$ cat config.mk
export PLATFORM = sky130hd
export DESIGN_NAME = clock_divider_multi
export DESIGN_NICKNAME = d
export VERILOG_FILES = /design/src/rtl/clock_divider_multi.sv
export SDC_FILE = /design/constraint.sdc
export NUM_CORES = 1
export LEC_CHECK = 0
export ABC_AREA = 0
export CAP_MARGIN = 20
export CORE_UTILIZATION = 50
export DETAILED_ROUTE_END_ITERATION = 8
export PLACE_DENSITY = 0.79
export SYNTH_ARGS = -nofsm -noshare
export SYNTH_HDL_FRONTEND = slang
export SYNTH_SLANG_ARGS = --single-unit
$ cat constraint.sdc
create_clock -name clk_in -period 5.55 [get_ports clk_in]
set_input_delay 0.8325 -clock clk_in [delete_from_list [all_inputs] [get_ports clk_in]]
set_output_delay 0.8325 -clock clk_in [all_outputs]
set_load 0.005 [all_outputs]
$ cat src/rtl/clock_divider_multi.sv
// ----------------------------------------------------------------------------
// clock_divider_multi
//
// Produces NUM_CH independently programmable integer clock dividers from
// clk_in. A newly written divisor is held as pending and is applied only at
// a period boundary. A boundary is terminal count, sync, the first edge after
// reset, or any edge of a stopped channel. Because of this, no output ever
// emits a runt pulse.
//
// Parameters
//   NUM_CH   number of divider channels
//   CNT_W    divisor/counter width; largest divisor is 2^CNT_W-1
//   DEF_DIV  divisor every channel holds after reset (>= 2)
//
// Ports
//   clk_in    master clock; all logic updates on its rising edge
//   reset     synchronous, active-high reset
//   sync      restart every running channel at phase 0 on the next edge
//   div_wr    one-cycle divisor write strobe
//   div_sel   channel addressed by div_wr (out-of-range values are ignored)
//   div_data  divisor value for div_wr (0 or 1 stops the channel)
//   div_busy  per channel: a written divisor has not been applied yet
//   clk_out   registered divided clocks, high while cnt < ceil(D/2)
//   tick      registered one-cycle pulse in the last cycle of each period
//   e_clk     6800-style E clock (clk_in/10, 6 low / 4 high); this port
//             exists only when CLKGEN_ECLK_EN is defined
// ----------------------------------------------------------------------------
module clock_divider_multi #(
    parameter int NUM_CH  = 4,
    parameter int CNT_W   = 8,
    parameter int DEF_DIV = 2,
    localparam int SEL_W  = (NUM_CH > 1) ? $clog2(NUM_CH) : 1
) (
    input  logic              clk_in,
    input  logic              reset,
    input  logic              sync,
    input  logic              div_wr,
    input  logic [SEL_W-1:0]  div_sel,
    input  logic [CNT_W-1:0]  div_data,
    output logic [NUM_CH-1:0] div_busy,
    output logic [NUM_CH-1:0] clk_out,
    output logic [NUM_CH-1:0] tick
`ifdef CLKGEN_ECLK_EN
    ,
    output logic              e_clk
`endif
);

    logic [CNT_W-1:0]  cnt_q  [NUM_CH];
    logic [CNT_W-1:0]  cnt_d  [NUM_CH];
    logic [CNT_W-1:0]  div_q  [NUM_CH];
    logic [CNT_W-1:0]  div_d  [NUM_CH];
    logic [CNT_W-1:0]  pend_q [NUM_CH];
    logic [CNT_W-1:0]  pend_d [NUM_CH];
    logic [CNT_W-1:0]  half_d [NUM_CH];
    logic [NUM_CH-1:0] busy_q, busy_d;
    logic [NUM_CH-1:0] clk_q, clk_d;
    logic [NUM_CH-1:0] tick_q, tick_d;
    logic [NUM_CH-1:0] wr_hit, run_q, run_d, term, boundary;
    logic              started_q;
    logic              restart;

    // The first edge after reset behaves like sync. That is why clk_out rises
    // on that edge, with cnt=0, instead of one period later.
    assign restart = sync | ~started_q;

    // NOTE: every combinational output gets a default before any branch, so
    // that no path leaves a value unassigned and no latch is inferred.
    always_comb begin
        for (int i = 0; i < NUM_CH; i++) begin
            cnt_d[i]    = cnt_q[i];
            div_d[i]    = div_q[i];
            pend_d[i]   = pend_q[i];
            busy_d[i]   = busy_q[i];
            wr_hit[i]   = div_wr && (div_sel == SEL_W'(i));
            run_q[i]    = div_q[i] >= CNT_W'(2);
            term[i]     = run_q[i] && (cnt_q[i] == div_q[i] - CNT_W'(1));
            boundary[i] = restart || term[i] || !run_q[i];

            if (boundary[i]) begin
                // A pending divisor is applied here, and the new period starts.
                if (busy_q[i]) begin
                    div_d[i]  = pend_q[i];
                    busy_d[i] = 1'b0;
                end
                cnt_d[i] = '0;
            end else begin
                cnt_d[i] = cnt_q[i] + CNT_W'(1);
            end

            // The write is evaluated after the apply step. A write in the
            // boundary cycle therefore stays pending until the next boundary.
            if (wr_hit[i]) begin
                pend_d[i] = div_data;
                busy_d[i] = 1'b1;
            end

            // Outputs are computed from the next state, so clk_out and tick
            // line up with the cnt value they describe.
            run_d[i]  = div_d[i] >= CNT_W'(2);
            half_d[i] = (div_d[i] >> 1) + {{(CNT_W-1){1'b0}}, div_d[i][0]};
            clk_d[i]  = run_d[i] && (cnt_d[i] < half_d[i]);
            tick_d[i] = run_d[i] && (cnt_d[i] == div_d[i] - CNT_W'(1));
        end
    end

    // NOTE: sequential state is updated only with non-blocking assignments.
    // This lets all registers sample the same pre-edge values.
    always_ff @(posedge clk_in) begin
        if (reset) begin
            // NOTE: the per-channel register arrays are reset explicitly. A
            // pending divisor must not survive a reset, and the arrays are
            // only NUM_CH entries deep.
            for (int i = 0; i < NUM_CH; i++) begin
                cnt_q[i]  <= '0;
                div_q[i]  <= CNT_W'(DEF_DIV);
                pend_q[i] <= '0;
            end
            busy_q    <= '0;
            clk_q     <= '0;
            tick_q    <= '0;
            started_q <= 1'b0;
        end else begin
            for (int i = 0; i < NUM_CH; i++) begin
                cnt_q[i]  <= cnt_d[i];
                div_q[i]  <= div_d[i];
                pend_q[i] <= pend_d[i];
            end
            busy_q    <= busy_d;
            clk_q     <= clk_d;
            tick_q    <= tick_d;
            started_q <= 1'b1;
        end
    end

    assign div_busy = busy_q;
    assign clk_out  = clk_q;
    assign tick     = tick_q;

`ifdef CLKGEN_ECLK_EN
    // Private mod-10 counter. e_clk is low for counts 0-5 and high for 6-9.
    logic [3:0] e_cnt_q, e_cnt_d;
    logic       e_clk_q;

    always_comb begin
        if (sync || e_cnt_q == 4'd9) e_cnt_d = 4'd0;
        else                         e_cnt_d = e_cnt_q + 4'd1;
    end

    always_ff @(posedge clk_in) begin
        if (reset) begin
            e_cnt_q <= 4'd0;
            e_clk_q <= 1'b0;
        end else begin
            e_cnt_q <= e_cnt_d;
            e_clk_q <= (e_cnt_d >= 4'd6);
        end
    end

    assign e_clk = e_clk_q;
`endif

endmodule

**Yosys cells after proc, flatten, opt, wreduce, memory -nomap -nowiden**

Memory sizes are Yosys's and may differ from the RTL's.
Cells that the tools add are included.

- Register bits after elaboration: 13
- Bits in writable memories: 96
- Output and inout port bits: 12
- Memories: 3

- $add $sub $neg: 16
- Bitwise logic cells: 14
- Mux-type cells: 39
- Reduce and logical (&&, ||, !) cells: 33
- Equal/unequal tests: 11
- Order comparisons: 12

Memory list:

| name | depth | bits a word | rd ports | clocked after memory_dff | write ports | RTL line | source |
|---|---|---|---|---|---|---|---|
| cnt_q | 4 | 8 | 4 | 0 | 4 | 49 | `logic [CNT_W-1:0] cnt_q [NUM_CH];` |
| div_q | 4 | 8 | 4 | 0 | 4 | 51 | `logic [CNT_W-1:0] div_q [NUM_CH];` |
| pend_q | 4 | 8 | 4 | 0 | 4 | 53 | `logic [CNT_W-1:0] pend_q [NUM_CH];` |

Operators by type and width:

| operator | number |
|---|---|
| 8-bit 2-to-1 mux | 28 |
| 8-bit equality test | 8 |
| 8-bit by 2-bit greater-or-equal comparator with 1-bit output (second input constant) | 8 |
| 8-bit by 1-bit subtractor with 8-bit output (second input constant) | 8 |
| 7-bit by 1-bit adder with 8-bit output | 4 |
| 8-bit by 1-bit adder with 8-bit output (second input constant) | 4 |
| 8-bit less-than comparator | 4 |
| 1-bit logical AND | 16 |
| 1-bit OR | 13 |
| 1-bit 2-to-1 mux | 11 |
| 1-bit logical OR | 8 |
| 2-bit nonzero test | 4 |
| 2-bit equality test (second input constant) | 2 |
| 1-bit zero test | 4 |
| 2-bit by 1-bit equality test with 1-bit output (second input constant) | 1 |
| 2-bit zero test | 1 |
| 1-bit inverter | 1 |

**Depth between registers and ports, before layout**

Gate-level depths: netlist (run 1).

- Depth after elaboration: 9
- Depth in mapped cells: 22
- Mapped depth without buffers: 20

**Least setup slack after synthesis (run 1)**

No wires, ideal clock.

- Path kind: reg2reg
- Start point: mem div_q[1][2]
- End point: reg clk_q[1], in the netlist clk_out[1]
- Path buffers: 2
- Setup time: 0.091 ns
- Path slack: 1.110 ns
- Stages on the path, launching flop included: 18
- Arrival time: 4.349 ns
- Required time: 5.459 ns
- Path through: dfxtp_1 -> buf_6 -> or3_4 -> or4_1 -> a2111o_1 -> a211oi_4 -> o21ai_4 -> buf_2 -> mux2i_1 -> inv_1 -> ha_1 -> inv_1 -> or4_1 -> ha_1 -> and4_1 -> a21oi_1 -> nand2_1 -> a311oi_1

RTL lines:

| what | RTL line | source |
|---|---|---|
| start, declared | 51 |  |
| end signal, assigned | 130 | `clk_q <= clk_d;` |
| end, declared | 57 | `logic [NUM_CH-1:0] clk_q, clk_d;` |

==> out/qor.yml, run 1 <==
floorplanning:
  rows: 46
  die-area_um2: 16600
  die_y_um: 129
  core_area_um2: 15800
  io_pins: 26
  start_util_pct: 51.0
  dieWidth_um: 129
clocking:
  clock_sinks: 109
  clockRootBuffer: "clkbuf_16"
  path_clk_slew_ns: 0.08
  clockBufferDepth: 2
  htree_num_levels: 3
  insertion_delay_ns: 0.36
  cts_tree: "built"
  post_cts_buffers: 0
  ctsHoldBuffers: 0
  cts_resized: 0
  cts-buffers-inserted: 9
sta:
  setup_viol: 0
  worst_slew_pin_slew_ns: 0.855
  grt_setup_unrepaired: "no"
  maxSlewViolCount: 0
  fmax_ghz: 0.209
  finClkSkew_ns: 0.00792
  period_needed_ns: 4.79
  maxSlewHeadroom_pct: 42.2
  tns_ns: 0
  period_share_pct: 86.4
  hold_violations: 0
  whs_ns: 0.491
cells_and_area:
  final_nets: 1066
  finish.utilization_pct: 55.1
  fillers: 1495
  area_delta_synth_final_pct: 8.06
  drive_gt1_share_pct: 6.19
setup_path:
  worstPathRequired_ns: 5.82
  cp_slowest_stage_delay_ns: 0.52
  crit_path_cell_trace: "or3_1 > nor4_2 > xnor2_1 > a2111o_1 > o21ai_2 > nand2_1 > mux2i_1 > inv_1 > ha_1 > nand2_1 > nor2_1 > xor2_1 > ha_1 > a21oi_1 > nor2b_1 > o21ai_0 > nand2_1 > a311oi_1"
  cp-end-kind: "flop"
  start_kind: "flop"
  critPathTopFamily: "simple AND/OR/NAND/NOR gates"
  crit_type: "reg2reg"
  path_buf_inv: 1
  crit_arrival_ns: 5.07
  slowest_stage: "o21ai_2"
  path_common_cell: "nand2_1"
  path_max_fanout: 16
route:
  ant_nets: 0
  num_vias: 7088
  routed_wl_um: 19500
  dr.pass1.iters: 5
  wl_per_cell_um: 16.0
  remaining_drc_errors: 0
  vias_per_cell: 5.81
  drt_iter0_drc: 453
power_and_ir_drop:
  p_clk_share_pct: 37.8
  internal_power_w: 0.00121
  p_comb_share_pct: 13.0
  power_density_nw_per_um2: 192
  leakagePower_nw: 3.52
  vdd.ir_drop.worst_uv: 152
  p_sw_share_pct: 27.6
  switchingPower_w: 0.000459
  pwr-share-seq_pct: 49.2
global_route:
  grt_pass1_vias: 6572
  grt_usage_pct: 24.3
  grt_pass1_wl_um: 32400
  overflow: 0
  antenna_found_initial: 1
  grt_start_max_net_pins: 43
place:
  portBuffers: 25
  gp_congestion: 0.888
  dpl.hpwl_um: 14600
logic_synthesis:
  syn_nets: 1075
  syn_area_um2: 8040
  ys_seq_elements: 109
  synth_cells: 1006
  avgSynthCellArea_um2: 8.00
  ys_warn_count: 0
  ys_seq_area_share_pct: 27.1
  async_reset_ff_share_pct: 0
  synth_enable_flop_cells: 0
  synth_cell_types: 77
  synth_top_flop_cell: "dfxtp_1"
hold_path:
  hold_class: "reg2reg"
status:
  outcome: "finished, final reports clean"
job:
  drv_cap: 0
## cells in the mapped netlist, types with 3 or more instances
cell       instances  area, um2
nand2_1           86        323
o31ai_1            8       60.1
xnor2_1           62        543
a31o_2             4       35.0
a31oi_1            5       31.3
nor3_1            33        165
a311oi_1           5       43.8
o41ai_1            3       26.3
a21o_1             6       45.0
or3_1              8       50.1
o22ai_1            3       18.8
nand3b_1           9       67.6
buf_2              5       25.0
a21oi_1           50        250
o211ai_1           4       30.0
nor3b_1            9       67.6
nor2b_1            9       56.3
and4_1             3       26.3
a211oi_1           7       52.6
mux2i_1           52        521
o21a_1             8       60.1
nor4b_1            4       35.0
and3_1            20        125
nor4_1            10       62.6
clkbuf_1          44        165
inv_1             33        124
nand4b_1           4       35.0
ha_1              55        688
nand3_1           33        165
dfxtp_1          109       2180
or2_2              7       43.8
o21ai_0           28        140
nand2b_1           6       37.5
o221ai_1           4       35.0
xor2_1            50        438
a2bb2oi_1          4       35.0
nor2_1           135        507
nand4_1            5       31.3
and2_1            11       68.8
or4_1              7       52.6
o21ai_1            3       15.0
mux2_2            10        113
a21boi_0           3       22.5
## area by class of cell
type / count / area [um2] / area share (%)
timing repair buffer: 33 / 305 / 3.51
tap: 216 / 270 / 3.11
antenna: 1 / 2.50 / 0.0288
sequential: 109 / 2180 / 25.1
inverter: 33 / 124 / 1.43
clock buffer: 9 / 225 / 2.59
multi-input combinational: 811 / 5530 / 63.6
clock inverter: 7 / 56.3 / 0.648
## flip-flops by register name (all words and copies together) (netlist names)
name	flops
cnt_q	32
pend_q	32
started_q	1
div_busy	4
clk_out	4
div_q	32
tick	4
## worst min-delay path: stages, from the launching register on
cell     delay, ns
dfxtp_1       0.34
nand2_1       0.06
a21oi_1       0.05
## kinds of logic (layout without fill, tap and decap cells)
kind of cell             count (synthesis)  in the layout  share of synthesized area (%)
AND/OR/NAND/NOR                        408            408                           24.9
AO/OA/AOI/OAI                          171            171                           14.5
XOR/XNOR                               112            112                           12.2
flip-flops                             109            109                           27.1
buffers and inverters                   86             82                           4.23
multiplexers                            65             65                           8.48
adder cells (fa/ha/maj)                 55             55                           8.55
other                                    0              1                              0
## per-stage QoR
step           area [um2]  cells  setup WS, ns  total power, W
3_5_place_dp         8400   1201         0.837         0.00105
6_report             8690   1219         0.758         0.00167
2_1_floorplan        8040   1006          1.11        0.000985
4_1_cts              8680   1217         0.796         0.00167
5_1_grt              8690   1218         0.360         0.00173
3_3_place_gp         8400   1201          1.03         0.00105
## power groups by stage
stage	Sequential [W]	Combinational (W)	Clock [W]
after global routing	0.000823	0.000238	0.000673
after CTS	0.000820	0.000214	0.000640
after detailed placement	0.000838	0.000213	0
after global placement	0.000838	0.000209	0
final	0.000820	0.000216	0.000630
after floorplan	0.000829	0.000156	0
## final timing paths
path / endpoint / from / slack [ns] / cells after the start
max: clk_out[2] / div_q[2][4] / 0.76 / 18
min: pend_q[2][6] / pend_q[2][6] / 0.49 / 2
max reg2reg: clk_out[2] / div_q[2][4] / 0.76 / 18
min reg2reg: pend_q[2][6] / pend_q[2][6] / 0.49 / 2
## routing by layer
metal	wire (um)	track usage, %	share of wire [%]	vias up
met4	472	9.34	2.4	0
met2	9050	40.2	46	214
li1	-	-	-	3522
met1	8880	32.0	46	3313
met5	0	0	0	-
met3	1060	3.66	5.5	39
## cells in the final DEF (no fill, tap or decap), types with 4 or more instances in the layout
cell type,instances
or4_1,7
and3_1,20
a21oi_1,50
nand3_1,33
clkbuf_16,9
o21ai_0,28
nor2b_1,9
buf_4,8
nor2_1,135
a31oi_1,5
o31ai_1,7
nor4b_1,4
nor4_1,10
nor3_1,33
xnor2_1,62
nand2_1,86
a31o_2,4
a311oi_1,5
dfxtp_1,109
or3_1,8
nand2b_1,6
clkdlybuf4s50_1,24
ha_1,55
mux2_2,10
or2_2,7
o221ai_1,4
a211oi_1,7
nand3b_1,9
a21o_1,6
xor2_1,50
mux2i_1,52
nand4_1,5
nand4b_1,4
o211ai_1,4
a2bb2oi_1,4
o21a_1,8
inv_1,33
nor3b_1,9
and2_1,11
No activity file was read; power rests on OpenSTA's default activity.
==> run 2: changes to the inputs <==
- ABC_AREA: 0 -> 1
==> out/qor.yml, run 2 <==
logic_synthesis:
  syn_area_um2: 8630
  ys_seq_elements: 109
  synth_area_leaders: "dfxtp_1, nand2_1, nor2_1"
  synth_cell_types: 44
  syn_nets: 1441
  synthAdderAreaFrac_pct: 7.97
  ys_top_cells_by_count: "nand2_1, nor2_1, inv_1"
  synth_top_cell_by_area: "dfxtp_1"
  synth_cells: 1372
  synth_enable_flop_cells: 0
  muxShareOfSynthArea_pct: 0.377
  synth_most_common_cell: "nand2_1"
  synth_top_family_by_area: "simple AND/OR/NAND/NOR gates"
  synthSimpleGateAreaFrac_pct: 40.4
  avgSynthCellArea_um2: 6.29
  synth_xor_area_share_pct: 7.10
  async_reset_ff_share_pct: 0
  ys_warn_count: 0
  yosysTopAreaCellShare_pct: 25.3
  ys_seq_area_share_pct: 25.3
  synth_top_flop_cell: "dfxtp_1"
  synth_compound_area_share_pct: 8.55
setup_path:
  reg2regPathDepth: 22
  crit_arrival_ns: 4.23
  worst_r2r_startpoint: "div_q[0][0]"
  cp-end-kind: "flop"
  r2r-end: "clk_out[0]"
  path_common_cell: "nand2_1"
  r2r_slack_ns: 1.68
  path_max_fanout: 15
  cp_slowest_stage_delay_ns: 0.67
  crit_path_cell_trace: "clkdlybuf4s50_1 > inv_1 > nand2_1 > a41oi_2 > nand2_4 > nand2_1 > nand2_1 > ha_1 > nand3_1 > nor2_1 > nand3_1 > xor2_1 > ha_1 > nand2_1 > inv_1 > a221oi_1 > nand3_1 > nor2_1"
  start_kind: "primary input"
  slowest_stage: "a41oi_2"
  crit_type: "in2reg"
  worstPathRequired_ns: 5.86
cells_and_area:
  finish.utilization_pct: 55.8
  final_nets: 1451
  fin_area_um2: 9320
  drive_gt1_share_pct: 8.36
  diodes: 0
  top_regs: "cnt_q (32), div_q (32), pend_q (32)"
  most-common-layout-cells: "nand2_1, nor2_1, inv_1"
  area_delta_synth_final_pct: 7.99
  fillers: 1653
  final_common_cell: "nand2_1"
place:
  portBuffers: 25
  dpl_worst_slack_ns: 1.29
  gp_congestion: 0.925
  dpl.hpwl_um: 15900
  placed_cell_area_um2: 9010
hold_path:
  hold_class: "reg2reg"
  hold_depth: 2
  min_to: "pend_q[3][5]"
  hp-start: "pend_q[3][5]"
sta:
  maxSlewViolCount: 0
  setup_viol: 0
  period_share_pct: 70.6
  grt_setup_unrepaired: "no"
  tns_ns: 0
  setup_slack_ns: 1.63
  worst_slew_pin_slew_ns: 0.816
  fmax_ghz: 0.255
  finClkSkew_ns: 0.0106
  maxSlewHeadroom_pct: 45.4
  period_needed_ns: 3.92
  hold_violations: 0
clocking:
  post_cts_buffers: 0
  insertion_delay_ns: 0.37
  clockBufferDepth: 2
  cts_resized: 0
  cts_tree: "built"
  path_clk_slew_ns: 0.09
  clockRootBuffer: "clkbuf_16"
  cts-buffers-inserted: 9
  clock_sinks: 109
  htree_num_levels: 3
  ctsHoldBuffers: 0
route:
  wl_per_cell_um: 12.9
  num_vias: 8307
  ant_nets: 0
  vias_per_cell: 5.17
  remaining_drc_errors: 0
  drt_iter0_drc: 678
  routed_wl_um: 20700
  dr.pass1.iters: 8
job:
  drv_cap: 0
power_and_ir_drop:
  leakagePower_nw: 4.55
  p_total_w: 0.00199
  power_density_nw_per_um2: 214
  internal_power_w: 0.00130
  switchingPower_w: 0.000691
  vdd.ir_drop.worst_uv: 168
  p_clk_share_pct: 34.2
  p_comb_share_pct: 23.4
  pwr-share-seq_pct: 42.4
  p_sw_share_pct: 34.6
floorplanning:
  start_util_pct: 51.7
  rows: 47
  die-area_um2: 17800
  die_y_um: 133
  core_area_um2: 16700
  io_pins: 26
  dieWidth_um: 133
global_route:
  overflow: 0
  grt_start_max_net_pins: 69
  grt_pass1_wl_um: 35700
  grt_usage_pct: 24.4
  antenna_found_initial: 0
  grt_pass1_vias: 7790
status:
  outcome: "finished, final reports clean"
## run 2: changes by cell type after synthesis, sizes merged, moves of 11 or more
cell / delta
nand2: +291
inv: +159
nand3: +106
nor2: +93
mux2i: -52
o21ai: +51
xnor2: -37
clkbuf: -26
nor3: -22
a21oi: -21
and3: -20
and2: -11
nand4: +11
## run 2: cell families after synthesis
kind of cell / count (synthesis)
flip-flops: 109
adder cells (fa/ha/maj): 55
buffers and inverters: 224
XOR/XNOR: 70
AND/OR/NAND/NOR: 783
AO/OA/AOI/OAI: 128
multiplexers: 3
## run 2: final cells by class
class / instances / area [um2] / share of cell area [%]
Clock buffer: 9 / 225 / 2.42
Sequential cell: 109 / 2180 / 23.4
Tap cell: 220 / 275 / 2.95
Multi-Input combinational cell: 1039 / 5560 / 59.7
Clock inverter: 7 / 81.3 / 0.872
Inverter: 196 / 736 / 7.89
Timing Repair Buffer: 27 / 260 / 2.79
## run 2: per-layer routing
metal  wire length (um)  global-route usage [%]  up-vias  part of all wire (%)
li1                   -                       -     4331                     -
met4                545                    9.47        0                   2.6
met1               9640                    30.8     3743                    46
met5                  0                       0        -                     0
met3                725                    3.04       47                   3.5
met2               9820                    42.3      186                    47
## run 2: critical path, delay by kind of cell
family	cells	cell delay [ns]
and+or+nand+nor	10	1.32
adders and majority gates	2	0.50
AOI/OAI and AO/OA	2	0.92
buffers and inverters	3	0.50
xor gates and xnor gates	1	0.16
## run 2: through the flow
| stage | hold slack [ns] | std cells |
|---|---|---|
| after floorplan | 0.423 | 1372 |
| after global placement | 0.432 | 1591 |
| after detailed placement | 0.435 | 1591 |
| after CTS | 0.448 | 1607 |
| after global routing | 0.471 | 1607 |
| final | 0.446 | 1607 |
## run 2: how the worst max path moves through the flow
stage | depth (start not counted) | endpoint | start | slack [ns]
5_1_grt | 18 | tick[1] | sync | 1.35
4_1_cts | 18 | clk_out[0] | sync | 1.66
2_1_floorplan | 18 | clk_out[2] | sync | 2.40
3_5_place_dp | 18 | clk_out[0] | sync | 1.29
3_3_place_gp | 17 | clk_out[0] | sync | 1.42
6_report | 18 | clk_out[0] | sync | 1.63
## run 2: power by group through the flow
stage / clock network, W / registers, W / logic [W]
6_report: 0.000683 / 0.000845 / 0.000467
5_1_grt: 0.000726 / 0.000850 / 0.000530
4_1_cts: 0.000695 / 0.000844 / 0.000463
3_5_place_dp: 0 / 0.000862 / 0.000460
3_3_place_gp: 0 / 0.000862 / 0.000450
2_1_floorplan: 0 / 0.000851 / 0.000366
